## src/rtl/serial_subtractor.sv

```systemverilog
// Bit-serial two's-complement subtractor: Diff = A - B, LSB first, one bit per clock.
// Start is accepted in IDLE or DONE; done pulses WIDTH clocks after the accepting edge.
module serial_subtractor #(
  parameter int WIDTH = 8
) (
  input  logic             clk,
  input  logic             rst,
  input  logic             start,
  input  logic [WIDTH-1:0] A,
  input  logic [WIDTH-1:0] B,
  output logic             busy,
  output logic             done,
  output logic [WIDTH-1:0] Diff,
  output logic             Bout,
  output logic             Ovf
);

  localparam int CW = $clog2(WIDTH) + 1;

  typedef enum logic [1:0] {IDLE, SHIFT, DONE} state_t;

  state_t           state, state_nxt;
  logic [WIDTH-1:0] a_sr, b_sr, res_sr, res_nxt;
  logic [CW-1:0]    count;
  logic             br, br_nxt, d;
  logic             a_msb, b_msb;
  logic             last, accept;

  // Single full-subtractor stage on the current operand LSBs
  always_comb begin
    d       = a_sr[0] ^ b_sr[0] ^ br;
    br_nxt  = (~a_sr[0] & b_sr[0]) | (~(a_sr[0] ^ b_sr[0]) & br);
    res_nxt = {d, res_sr[WIDTH-1:1]};
    last    = (count == CW'(WIDTH - 1));
    accept  = start & (state != SHIFT);
  end

  always_ff @(posedge clk or posedge rst) begin
    if (rst) state <= IDLE;
    else     state <= state_nxt;
  end

  always_comb begin
    state_nxt = state;
    case (state)
      IDLE:    if (accept) state_nxt = SHIFT;
      SHIFT:   if (last)   state_nxt = DONE;
      DONE:    state_nxt = accept ? SHIFT : IDLE;
      default: state_nxt = IDLE;
    endcase
  end

  always_ff @(posedge clk or posedge rst) begin
    if (rst) begin
      a_sr   <= '0;
      b_sr   <= '0;
      res_sr <= '0;
      count  <= '0;
      br     <= 1'b0;
      a_msb  <= 1'b0;
      b_msb  <= 1'b0;
      Diff   <= '0;
      Bout   <= 1'b0;
      Ovf    <= 1'b0;
    end else if (accept) begin
      a_sr   <= A;
      b_sr   <= B;
      a_msb  <= A[WIDTH-1];
      b_msb  <= B[WIDTH-1];
      count  <= '0;
      br     <= 1'b0;
    end else if (state == SHIFT) begin
      a_sr   <= a_sr >> 1;
      b_sr   <= b_sr >> 1;
      res_sr <= res_nxt;
      br     <= br_nxt;
      count  <= count + 1'b1;
      // Published results change only here and hold until the next completion
      if (last) begin
        Diff <= res_nxt;
        Bout <= br_nxt;
        Ovf  <= (a_msb != b_msb) & (res_nxt[WIDTH-1] != a_msb);
      end
    end
  end

  assign busy = (state == SHIFT);
  assign done = (state == DONE);

endmodule

```

## config.mk

```make
export PLATFORM = sky130hd
export DESIGN_NAME = serial_subtractor
export DESIGN_NICKNAME = d
export VERILOG_FILES = /design/src/rtl/serial_subtractor.sv
export SDC_FILE = /design/constraint.sdc
export NUM_CORES = 1
export LEC_CHECK = 0
export ABC_AREA = 1
export BUFFER_PORTS_ARGS = -buffer_cell sky130_fd_sc_hd__buf_2
export CAP_MARGIN = 25
export CORE_MARGIN = 5
export CORE_UTILIZATION = 59
export DETAILED_ROUTE_END_ITERATION = 8
export PLACE_DENSITY = 0.8
export SETUP_SLACK_MARGIN = 0.05
export SLEW_MARGIN = 10
export SYNTH_ARGS = -nofsm -noshare
export SYNTH_HDL_FRONTEND = slang
export SYNTH_SLANG_ARGS = --single-unit
export TNS_END_PERCENT = 1
```

## constraint.sdc

```tcl
create_clock -name clk -period 2.17 [get_ports clk]
set_input_delay 0.217 -clock clk [delete_from_list [all_inputs] [get_ports clk]]
set_output_delay 0.217 -clock clk [all_outputs]
set_load 0.01 [all_outputs]
```

==> flow_summary.yaml <==
synthesis:
  synth-seq-cells: 42
  synth-xor-area-share: 0
  synth_simple_gate_area_frac: 0.255
  yosysSeqAreaShare: 0.576
  synth_cell_types: 18
  synth_warnings: 0
  syn_area_per_cell_um2: 9.12
  synth_top_family_by_area: "simple AND/OR/NAND/NOR gates"
  synth_fa_ha_area_frac: 0.0178
  syn_inst: 200
  synth_compound_area_frac: 0.0782
  syn_area_um2: 1820
  yosysTopAreaCell: "dfrtp_1"
  synth_nets: 221
  synthMuxAreaShare: 0
  yosysTopAreaCellShare: 0.576
  synthTopCellsByArea: "dfrtp_1 (58%), nand2_1 (13%), nand3_1 (9.9%)"
die:
  dieArea_um2: 4300
  row_count: 20
  fp.dieH_um: 65.6
  initial_utilization: 0.608
  fp.dieW_um: 65.6
  io_pins: 31
  coreArea_um2: 3000
clock_network:
  clkLatencyLatePin_ns: 0.35
  cts_sinks: 42
  cts.path.max_buffers: 2
  cts.reportedPaths.clkPinSlew_ns: 0.12
  root_buffer: "clkbuf_4"
  htreeDepth: 2
  cts_tree: "yes"
  numCtsBuffers: 5
route:
  ant_nets: 0
  drc: 0
  vias: 1389
  avgRoutedWirePerCell_um: 13.3
  vias_per_cell: 5.22
  first_pass_iters: 4
  drt_wl_total_um: 3530
  initialDrtViolationCount: 55
global_route:
  grt_pass1_vias: 1409
  grt_pass1_wl_um: 5890
  grtUsageTotal: 0.183
  grt_max_degree: 43
  antenna_found_initial: 0
  overflow: 0
power_and_ir_drop:
  max-vdd-ir-drop_uv: 628
  switching_power_mw: 1.12
  clkPwrFrac: 0.145
  p_per_area_nw_per_um2: 1370
  p_comb_frac: 0.382
  p_int_mw: 1.68
  switching_share: 0.400
  p_leak_nw: 1.08
  p_seq_frac: 0.473
sta:
  slew_headroom: 0.600
  final_max_slew_viol_count: 0
  setup_ws_ns: 0.537
  tightestPinTransition_ns: 0.598
  fin_crit_sh: 0.753
  clock.fmax_ghz: 0.612
  hold_viol: 0
  rsz0062_at_grt: "no"
  fin_tns_setup_ns: 0
  setup_viol: 0
  fin_crit_ns: 1.63
  skew_ns: 0.00863
placed_design:
  port_buffers: 30
  hpwlAfterDp_um: 2480
  routabilityCongestion: 0.720
  post-place-ws_ns: 0.733
  dpl_cell_area_um2: 1980
critical_path:
  cp-start-kind: "register"
  critPathCaptureType: "output port"
  cp_max_fo: 19
  reg2regPathDepth: 7
  r2r-end: "Diff[0]$_DFFE_PP0P_"
  required_ns: 1.95
  cp_num_buf_inv: 3
  path_cells: "inv_2, nor2_4, buf_4, buf_2"
  slowest_stage: "dfrtp_1"
  slowest_delay_ns: 0.45
  critPathTopFamily: "buffers and inverters"
  worstReg2RegStart: "count[0]$_DFFE_PP0P_"
  crit_type: "reg -> out"
  ff2ff_setup_slack_ns: 0.70
  worstPathArrival_ns: 1.42
run_status:
  run_status: "finished clean"
cells_and_area:
  final_common_cell: "nand2_1"
  drive_gt1_frac: 0.227
  antenna_cells: 0
  area_delta_synth_final_pct: 12.2
  layout_common_cells: "nand2_1 (62), dfrtp_1 (42), nand3_1 (36)"
  fin_util: 0.682
  nets: 253
  design_area_um2: 2050
worst_hold_path:
  hold_end: "a_sr[3]$_DFFE_PP0P_"
  hold_class: "in -> reg"
  whs_path_depth: 3
  worst_hold_startpoint: "A[3]"
job:
  cap_viol_max_count: 0
-- layer usage --
layer | global-route usage | vias to the layer above | wire, µm
met4 | 0.0725 | 0 | 56
met5 | 0 | - | 0
met2 | 0.319 | 27 | 1750
met3 | 0.0615 | 4 | 158
li1 | - | 701 | -
met1 | 0.204 | 657 | 1570
-- tightest hold or removal path, cell delays in order --
cell and delay, ns:
buf_2 0.07, nand2_1 0.04, nand3_1 0.06
-- how the worst max path moves through the flow --
stage,startpoint,end,slack (ns),depth (start not counted)
floorplan,a_sr[0]$_DFFE_PP0P_,Ovf$_DFFE_PP0P_,0.86,6
global placement,count[0]$_DFFE_PP0P_,Ovf$_DFFE_PP0P_,0.77,7
detailed placement,count[0]$_DFFE_PP0P_,Ovf$_DFFE_PP0P_,0.73,7
CTS,state[0]$_DFFE_PP0P_,busy,0.51,4
global route,state[0]$_DFFE_PP0P_,busy,0.42,4
finish,state[0]$_DFFE_PP0P_,busy,0.54,4
-- cell usage after synthesis --
library cell	count
nand2_1	62
ha_1	1
nand2_2	2
nor2_4	2
nand3_1	36
fa_1	1
o21ai_0	11
inv_1	18
buf_2	4
nor2_1	3
inv_2	1
dfrtp_1	42
nand4_1	1
buf_6	3
o22ai_1	2
buf_1	2
a21oi_1	1
o21ai_2	8
-- metrics by stage --
step / hold WS [ns] / cells / total power [mW]
floorplan: 0.337 / 200 / 2.14
global placement: 0.373 / 257 / 2.38
detailed placement: 0.370 / 257 / 2.43
CTS: 0.0460 / 266 / 2.83
global route: 0.0411 / 266 / 3.03
finish: 0.0599 / 266 / 2.79
-- kinds of logic after synthesis --
| group | Yosys count |
|---|---|
| buffers and inverters | 28 |
| DFF | 42 |
| and+or+nand+nor | 106 |
| adders and majority gates | 2 |
| AOI/OAI and AO/OA | 22 |
-- registers in the layout, indices dropped and copies added, names as in the netlist, 2 cells and up --
signal  cells
b_sr        8
state       2
Diff        8
a_sr        8
res_sr      7
count       4
-- area by class of cell --
type	instances	area (µm²)
well taps	33	41.3
clock buffers	7	55.1
flip-flops and latches	42	1050
repair buffers	34	183
inverters	19	71.3
clock inverters	1	5.00
fillers	271	956
multi-input cells	130	641
-- what timing repair did --
| item | 4_1_cts | 5_1_grt |
|---|---|---|
| gates resized for setup | 0 | 0 |
| endpoints found under the hold margin | 42 | 0 |
| setup endpoints to repair | 0 | 0 |
| setup buffers | 0 | 0 |
| hold buffers | 1 | 0 |
-- power groups by stage --
stage / Combinational (mW) / Sequential, mW / Clock (mW)
after floorplan: 0.801 / 1.34 / 0
after global placement: 1.05 / 1.32 / 0
after detailed placement: 1.09 / 1.34 / 0
after CTS: 1.09 / 1.32 / 0.411
after global routing: 1.22 / 1.36 / 0.454
final: 1.07 / 1.32 / 0.405
(Power assumes the default switching activity.)
